===== config.mk =====
export PLATFORM = sky130hd
export DESIGN_NAME = vcap_line_wr_flat
export DESIGN_NICKNAME = d
export VERILOG_FILES = /design/src/rtl/vcap_pkg.sv /design/src/rtl/vcap_line_wr_if.sv /design/src/rtl/vcap_line_wr.sv /design/src/flat_wrapper.sv
export SDC_FILE = /design/constraint.sdc
export NUM_CORES = 1
export LEC_CHECK = 0
export ABC_AREA = 1
export BUFFER_PORTS_ARGS = -buffer_cell sky130_fd_sc_hd__clkbuf_2
export CAP_MARGIN = 20
export CELL_PAD_IN_SITES_DETAIL_PLACEMENT = 2
export CELL_PAD_IN_SITES_GLOBAL_PLACEMENT = 2
export CORE_MARGIN = 2
export CORE_UTILIZATION = 29
export DETAILED_ROUTE_END_ITERATION = 7
export PLACE_DENSITY = 0.89
export SYNTH_ARGS = -nofsm -noshare
export SYNTH_HDL_FRONTEND = slang
export SYNTH_SLANG_ARGS = --single-unit

===== constraint.sdc =====
create_clock -name i_ram_clk -period 5.5 [get_ports i_ram_clk]
set_input_delay 0.825 -clock i_ram_clk [delete_from_list [all_inputs] [get_ports i_ram_clk]]
set_output_delay 0.825 -clock i_ram_clk [all_outputs]
set_load 0.03 [all_outputs]

===== src/rtl/vcap_pkg.sv =====
`default_nettype none
// +----------------------------------------------------------------------+
// | vcap_pkg : shared types and constants for the video capture RAM path |
// | rev 1.0                                                              |
// +----------------------------------------------------------------------+
package vcap_pkg;

    localparam int PIX_W      = 12;
    localparam int MEM_W      = 16;
    localparam int FIFO_DEPTH = 512;

    typedef enum logic [2:0] {
        ST_IDLE    = 3'd0,
        ST_START   = 3'd1,
        ST_CMD     = 3'd2,
        ST_DATA    = 3'd3,
        ST_DRAIN   = 3'd4,
        ST_REL     = 3'd5,
        ST_WAITCLR = 3'd6
    } state_t;

endpackage
`default_nettype wire


===== src/rtl/vcap_line_wr_if.sv =====
`default_nettype none
// +----------------------------------------------------------------------+
// | vcap_mem_if : RAM controller write command / write data handshake    |
// | rev 1.0                                                              |
// +----------------------------------------------------------------------+
interface vcap_mem_if
    import vcap_pkg::*;
#(
    parameter int ADDR_W = 22
) ();
    logic              cmd_valid;
    logic [ADDR_W-1:0] cmd_addr;
    logic [8:0]        cmd_len;
    logic              cmd_ready;
    logic              wr_valid;
    logic [MEM_W-1:0]  wr_data;
    logic              wr_ready;

    modport master (
        output cmd_valid, cmd_addr, cmd_len, wr_valid, wr_data,
        input  cmd_ready, wr_ready
    );

    modport slave (
        input  cmd_valid, cmd_addr, cmd_len, wr_valid, wr_data,
        output cmd_ready, wr_ready
    );
endinterface
`default_nettype wire


===== src/rtl/vcap_line_wr.sv =====
`default_nettype none
// +----------------------------------------------------------------------+
// | vcap_line_wr : drains one captured line from the FIFO into RAM bursts |
// | rev 1.0                                                              |
// +----------------------------------------------------------------------+
module vcap_line_wr
    import vcap_pkg::*;
#(
    parameter int                SCR_SIZE_BIT = 10,
    parameter int                ADDR_W       = 22,
    parameter int                BURST_LEN    = 64,
    parameter int                LINE_SHIFT   = 10,
    parameter logic [ADDR_W-1:0] FRAME_BASE0  = 22'h000000,
    parameter logic [ADDR_W-1:0] FRAME_BASE1  = 22'h080000
) (
    input  wire                    i_ram_clk,
    input  wire                    i_reset_n,
    input  wire                    i_enable,
    input  wire                    i_fifo_active,
    input  wire  [8:0]             i_fifo_line,
    input  wire  [PIX_W-1:0]       i_fifo_data,
    output logic                   o_fifo_next,
    output logic                   o_fifo_reset,
    input  wire  [SCR_SIZE_BIT:0]  i_x_size,
    input  wire  [SCR_SIZE_BIT:0]  i_y_size,
    vcap_mem_if.master             mem,
    output logic                   o_frame_sel,
    output logic                   o_frame_done,
    output logic                   o_busy
);

    function automatic logic [8:0] burst_len(input logic [9:0] rem);
        if (rem > 10'(BURST_LEN)) return 9'(BURST_LEN);
        else                      return rem[8:0];
    endfunction

    state_t            state_q, state_d;
    logic [8:0]        line_q,  line_d;
    logic [9:0]        rem_q,   rem_d;
    logic [8:0]        off_q,   off_d;
    logic [8:0]        burst_q, burst_d;
    logic              sel_q,   sel_d;

    logic              cmd_valid, wr_valid;
    logic [ADDR_W-1:0] cmd_addr, base;
    logic [8:0]        cmd_len;
    logic [MEM_W-1:0]  wr_data;
    logic              unused_ok;

    assign unused_ok = &{1'b0, i_x_size[SCR_SIZE_BIT:9], i_y_size[SCR_SIZE_BIT:9]};
    assign base      = sel_q ? FRAME_BASE1 : FRAME_BASE0;

    always_ff @(posedge i_ram_clk or negedge i_reset_n) begin
        if (!i_reset_n) begin
            state_q <= ST_IDLE;
            line_q  <= '0;
            rem_q   <= '0;
            off_q   <= '0;
            burst_q <= '0;
            sel_q   <= 1'b0;
        end else begin
            state_q <= state_d;
            line_q  <= line_d;
            rem_q   <= rem_d;
            off_q   <= off_d;
            burst_q <= burst_d;
            sel_q   <= sel_d;
        end
    end

    always_comb begin
        state_d      = state_q;
        line_d       = line_q;
        rem_d        = rem_q;
        off_d        = off_q;
        burst_d      = burst_q;
        sel_d        = sel_q;
        cmd_valid    = 1'b0;
        cmd_addr     = '0;
        cmd_len      = '0;
        wr_valid     = 1'b0;
        wr_data      = '0;
        o_fifo_next  = 1'b0;
        o_fifo_reset = 1'b0;
        o_frame_done = 1'b0;

        case (state_q)
            ST_IDLE: begin
                if (i_fifo_active) state_d = ST_START;
            end
            ST_START: begin
                line_d  = i_fifo_line;
                rem_d   = {1'b0, i_x_size[8:0]} + 10'd1;
                off_d   = '0;
                state_d = i_enable ? ST_CMD : ST_DRAIN;
            end
            ST_CMD: begin
                cmd_valid = 1'b1;
                cmd_addr  = base + ({{(ADDR_W-9){1'b0}}, line_q} << LINE_SHIFT)
                                 + {{(ADDR_W-9){1'b0}}, off_q};
                cmd_len   = burst_len(rem_q);
                // Offset advances on acceptance; the address is only visible in CMD.
                if (mem.cmd_ready) begin
                    burst_d = cmd_len;
                    off_d   = off_q + cmd_len;
                    state_d = ST_DATA;
                end
            end
            ST_DATA: begin
                wr_valid    = 1'b1;
                wr_data     = {{(MEM_W-PIX_W){1'b0}}, i_fifo_data};
                o_fifo_next = mem.wr_ready;
                if (mem.wr_ready) begin
                    burst_d = burst_q - 9'd1;
                    rem_d   = rem_q - 10'd1;
                    if (burst_q == 9'd1) state_d = (rem_q == 10'd1) ? ST_REL : ST_CMD;
                end
            end
            ST_DRAIN: begin
                o_fifo_next = 1'b1;
                rem_d       = rem_q - 10'd1;
                if (rem_q == 10'd1) state_d = ST_REL;
            end
            ST_REL: begin
                o_fifo_reset = 1'b1;
                if (line_q == i_y_size[8:0]) begin
                    o_frame_done = 1'b1;
                    sel_d        = ~sel_q;
                end
                state_d = ST_WAITCLR;
            end
            ST_WAITCLR: begin
                if (!i_fifo_active) state_d = ST_IDLE;
            end
            default: state_d = ST_IDLE;
        endcase
    end

    assign mem.cmd_valid = cmd_valid;
    assign mem.cmd_addr  = cmd_addr;
    assign mem.cmd_len   = cmd_len;
    assign mem.wr_valid  = wr_valid;
    assign mem.wr_data   = wr_data;
    assign o_frame_sel   = sel_q;
    assign o_busy        = (state_q != ST_IDLE);

endmodule
`default_nettype wire

===== src/flat_wrapper.sv =====
// flat-port wrapper written by rule: the top's interface ports become plain ports
module vcap_line_wr_flat import vcap_pkg::*;
#(
    parameter int                SCR_SIZE_BIT = 10,
    parameter int                ADDR_W       = 22,
    parameter int                BURST_LEN    = 64,
    parameter int                LINE_SHIFT   = 10,
    parameter logic [ADDR_W-1:0] FRAME_BASE0  = 22'h000000,
    parameter logic [ADDR_W-1:0] FRAME_BASE1  = 22'h080000
)
  (i_ram_clk, i_reset_n, i_enable, i_fifo_active, i_fifo_line, i_fifo_data, o_fifo_next, o_fifo_reset, i_x_size, i_y_size, o_frame_sel, o_frame_done, o_busy, mem_cmd_valid, mem_cmd_addr, mem_cmd_len, mem_wr_valid, mem_wr_data, mem_cmd_ready, mem_wr_ready);
  vcap_mem_if #(.ADDR_W(ADDR_W)) mem_i ();
  input  wire i_ram_clk;
  input  wire i_reset_n;
  input  wire i_enable;
  input  wire i_fifo_active;
  input  wire  [8:0] i_fifo_line;
  input  wire  [PIX_W-1:0] i_fifo_data;
  output logic o_fifo_next;
  output logic o_fifo_reset;
  input  wire  [SCR_SIZE_BIT:0] i_x_size;
  input  wire  [SCR_SIZE_BIT:0] i_y_size;
  output logic o_frame_sel;
  output logic o_frame_done;
  output logic o_busy;
  output wire logic [$bits(mem_i.cmd_valid)-1:0] mem_cmd_valid;
  output wire logic [$bits(mem_i.cmd_addr)-1:0] mem_cmd_addr;
  output wire logic [$bits(mem_i.cmd_len)-1:0] mem_cmd_len;
  output wire logic [$bits(mem_i.wr_valid)-1:0] mem_wr_valid;
  output wire logic [$bits(mem_i.wr_data)-1:0] mem_wr_data;
  input wire logic [$bits(mem_i.cmd_ready)-1:0] mem_cmd_ready;
  input wire logic [$bits(mem_i.wr_ready)-1:0] mem_wr_ready;
  assign mem_cmd_valid = mem_i.cmd_valid;
  assign mem_cmd_addr = mem_i.cmd_addr;
  assign mem_cmd_len = mem_i.cmd_len;
  assign mem_wr_valid = mem_i.wr_valid;
  assign mem_wr_data = mem_i.wr_data;
  assign mem_i.cmd_ready = mem_cmd_ready;
  assign mem_i.wr_ready = mem_wr_ready;
  vcap_line_wr #(.SCR_SIZE_BIT(SCR_SIZE_BIT), .ADDR_W(ADDR_W), .BURST_LEN(BURST_LEN), .LINE_SHIFT(LINE_SHIFT), .FRAME_BASE0(FRAME_BASE0), .FRAME_BASE1(FRAME_BASE1)) u_core (.i_ram_clk(i_ram_clk), .i_reset_n(i_reset_n), .i_enable(i_enable), .i_fifo_active(i_fifo_active), .i_fifo_line(i_fifo_line), .i_fifo_data(i_fifo_data), .o_fifo_next(o_fifo_next), .o_fifo_reset(o_fifo_reset), .i_x_size(i_x_size), .i_y_size(i_y_size), .mem(mem_i), .o_frame_sel(o_frame_sel), .o_frame_done(o_frame_done), .o_busy(o_busy));
endmodule

==> impl_metrics.tcl <==
set metrics [dict create \
    fillerInstances 1329 \
    drc 0 \
    dr.pass1.iters 4 \
    fin_crit_sh_pct 62.4 \
    synth-seq-area-share_pct 31.4 \
    setup_viol 0 \
    max_freq_ghz 0.291 \
    crit_required_ns 4.68 \
    grt_pass1_wl_mm 20.4 \
    clock_skew_ns 0.0103 \
    portBuffers 89 \
    grt_pass1_vias 3921 \
    syn_to_final_growth_pct 20.9 \
    num_vias 3550 \
    grt_start_max_net_pins 42 \
    yosys_warnings 0 \
    seqCellArea_um2 1030 \
    grt_use_total_pct 21.9 \
    overflow 0 \
    final_common_cell "clkbuf_2" \
    numClockSinks 41 \
    antenna_left 0 \
    status "finished clean" \
    holdBufCountCts 0 \
    avgSynthCellArea_um2 6.78 \
    postCtsSetupRepairBufs 0 \
    io_pins 103 \
    end_kind "primary output" \
    die_h_um 110 \
    slowest_delay_ns 0.65 \
    finalNonFillerCells 710 \
    cts_root_buf "clkbuf_8" \
    antenna_cells 0 \
    clock_latency_ns 0.32 \
    critPathLaunchType "register" \
    cts_tree "done" \
    mostFrequentLayoutCells "clkbuf_2 (89), nand2_1 (80), inv_1 (79)" \
    dp_hpwl_mm 9.57 \
    cts.path.max_buffers 2 \
    rows 38 \
    slew_viol_final 0 \
    cts_resized 0 \
    path_max_fanout 23 \
    yosysUniqueCellTypes 39 \
    slew_headroom_pct 37.3 \
    die_w_um 110 \
    cp_num_buf_inv 3 \
    initial_core_util_pct 30.0 \
    met1_usage_pct 25.8 \
    path_class "reg2out" \
    crit_family "simple AND/OR/NAND/NOR gates" \
    clkTransAtPathRegs_ns 0.09 \
    wl_per_cell_um 18.1 \
    cp.arrival_ns 2.61 \
    slowest_stage "nand3_1" \
    power.density_nw_per_um2 520 \
    multi_input_area_um2 1830 \
    period_needed_ns 3.43 \
    power_leakage_uw 0.00212 \
    core_um2 10900 \
    holdCritPathClass "reg2reg" \
    htree_levels 2 \
    cts_buffers 5 \
    hold_viol_final 0 \
    cap_violations 0 \
    drive_gt1_share_pct 25.1 \
    gp_congestion 0.779 \
    nNetsFinal 629 \
    grtUsageMet2_pct 41.2 \
    tightest_slew_ns 0.939 \
    tns_ns 0 \
    routed_wl_mm 12.9 \
    die_area_um2 12100 \
    peakVddDrop_uv 147 \
    grtUsageMet3_pct 2.82 \
    grt-busiest-layer "met2" \
    crit_path_cell_trace "inv_2 > nand3_1 > nor2_1 > inv_1 > nand2_1 > clkbuf_2" \
    rsz0062_at_grt "false" \
    viasPerCell 5.00 \
    dp_cells 702 \
    postSynthCellCount 481 \
    antenna_found_initial 0 \
    ys_ff_latch 41 \
    drt-initial-drc-count 170 \
    reg2reg_slack_ns 2.08 \
    syn_area_um2 3260 \
]
power breakdown:
part	switching (µW)	internal [µW]
combinational	878	337
sequential	130	430
clock	130	148
state kept, by name (all words and copies together), names as in the netlist:
register	cells
u_core.o_frame_sel	1
u_core.state_q	3
u_core.line_q	9
u_core.burst_q	9
u_core.off_q	9
u_core.rem_q	10
path summary, 6_finish.rpt:
check	from	to	cells past startpoint
setup / recovery	u_core.state_q[2]$_DFFE_PN0P_	o_fifo_next	6
hold / removal	u_core.o_frame_sel$_DFFE_PN0P_	u_core.o_frame_sel$_DFFE_PN0P_	1
setup reg to reg	u_core.state_q[1]$_DFFE_PN0P_	u_core.rem_q[5]$_DFFE_PN0P_	7
hold reg to reg	u_core.o_frame_sel$_DFFE_PN0P_	u_core.o_frame_sel$_DFFE_PN0P_	1
max in group asynchronous	i_reset_n	u_core.rem_q[3]$_DFFE_PN0P_	2
min in group asynchronous	i_reset_n	u_core.line_q[5]$_DFFE_PN0P_	2
cell type report:
cell class / count / area share, %
inverter: 87 / 8.28
sequential: 41 / 26.0
timing repair buffer: 92 / 11.9
multi-input combinational: 342 / 46.4
clock inverter: 2 / 0.951
tap: 140 / 4.44
clock buffer: 6 / 2.09
worst register-to-register path: cells and delay by family, from the launching register on:
| family | cells | cell delay (ns) |
|---|---|---|
| AND/OR/NAND/NOR | 4 | 1.84 |
| flip-flops | 1 | 0.46 |
| AO/OA/AOI/OAI | 1 | 0.14 |
| buffers and inverters | 2 | 0.87 |
layer usage:
layer | vias to the layer above | wire (µm)
met5 | - | 0
met4 | 0 | 255
met3 | 24 | 515
met2 | 89 | 6690
met1 | 1763 | 5400
li1 | 1674 | -
cell usage after synthesis:
master,instances,area [µm²]
clkinv_1,1,3.75
buf_2,4,20.0
dfrtp_1,41,1030
o211ai_1,7,52.6
nand3_2,8,80.1
inv_2,7,26.3
or2_1,1,6.26
nor3_2,2,20.0
buf_4,9,67.6
inv_1,79,297
a21oi_1,12,60.1
xor2_1,13,114
or2_2,5,31.3
nand4_4,1,21.3
o221ai_1,2,17.5
clkbuf_1,6,22.5
o2111a_1,1,11.3
conb_1,1,3.75
a31oi_1,5,31.3
nand3b_1,1,7.51
nand2_1,80,300
a22oi_1,1,7.51
o41ai_1,1,8.76
nand4_1,8,50.1
ha_1,11,138
nand2_2,11,68.8
nor3_1,5,25.0
o21ai_1,1,5.00
nand2_4,3,33.8
o31ai_1,1,7.51
nor2_4,2,22.5
o22ai_1,3,18.8
xnor2_1,2,17.5
o21bai_1,1,7.51
o21ai_0,39,195
nor2_2,4,25.0
nor2_1,77,289
buf_1,1,3.75
nand3_1,24,120
per-stage QoR:
stage / power (µW) / utilization, % / hold slack (ns) / worst slack [ns] / instance area, µm²
floorplan: 1370 / - / 0.438 / 2.97 / 3300
global placement: 1640 / 35.1 / 0.461 / 2.37 / 3830
detailed placement: 1740 / 35.1 / 0.477 / 2.16 / 3830
CTS: 2060 / 36.2 / 0.501 / 2.03 / 3950
global route: 2210 / 36.2 / 0.524 / 1.82 / 3950
finish: 2050 / 36.2 / 0.496 / 2.07 / 3950
cell families after synthesis:
family                     share of synthesized area, %
DFF                                                31.4
AOI/OAI and AO/OA                                  13.0
buffers and inverters                              13.5
other                                             0.115
xor gates and xnor gates                           4.03
adders and majority gates                          4.22
and+or+nand+nor                                    33.7
Note: power is estimated with default switching activity, not from simulation.
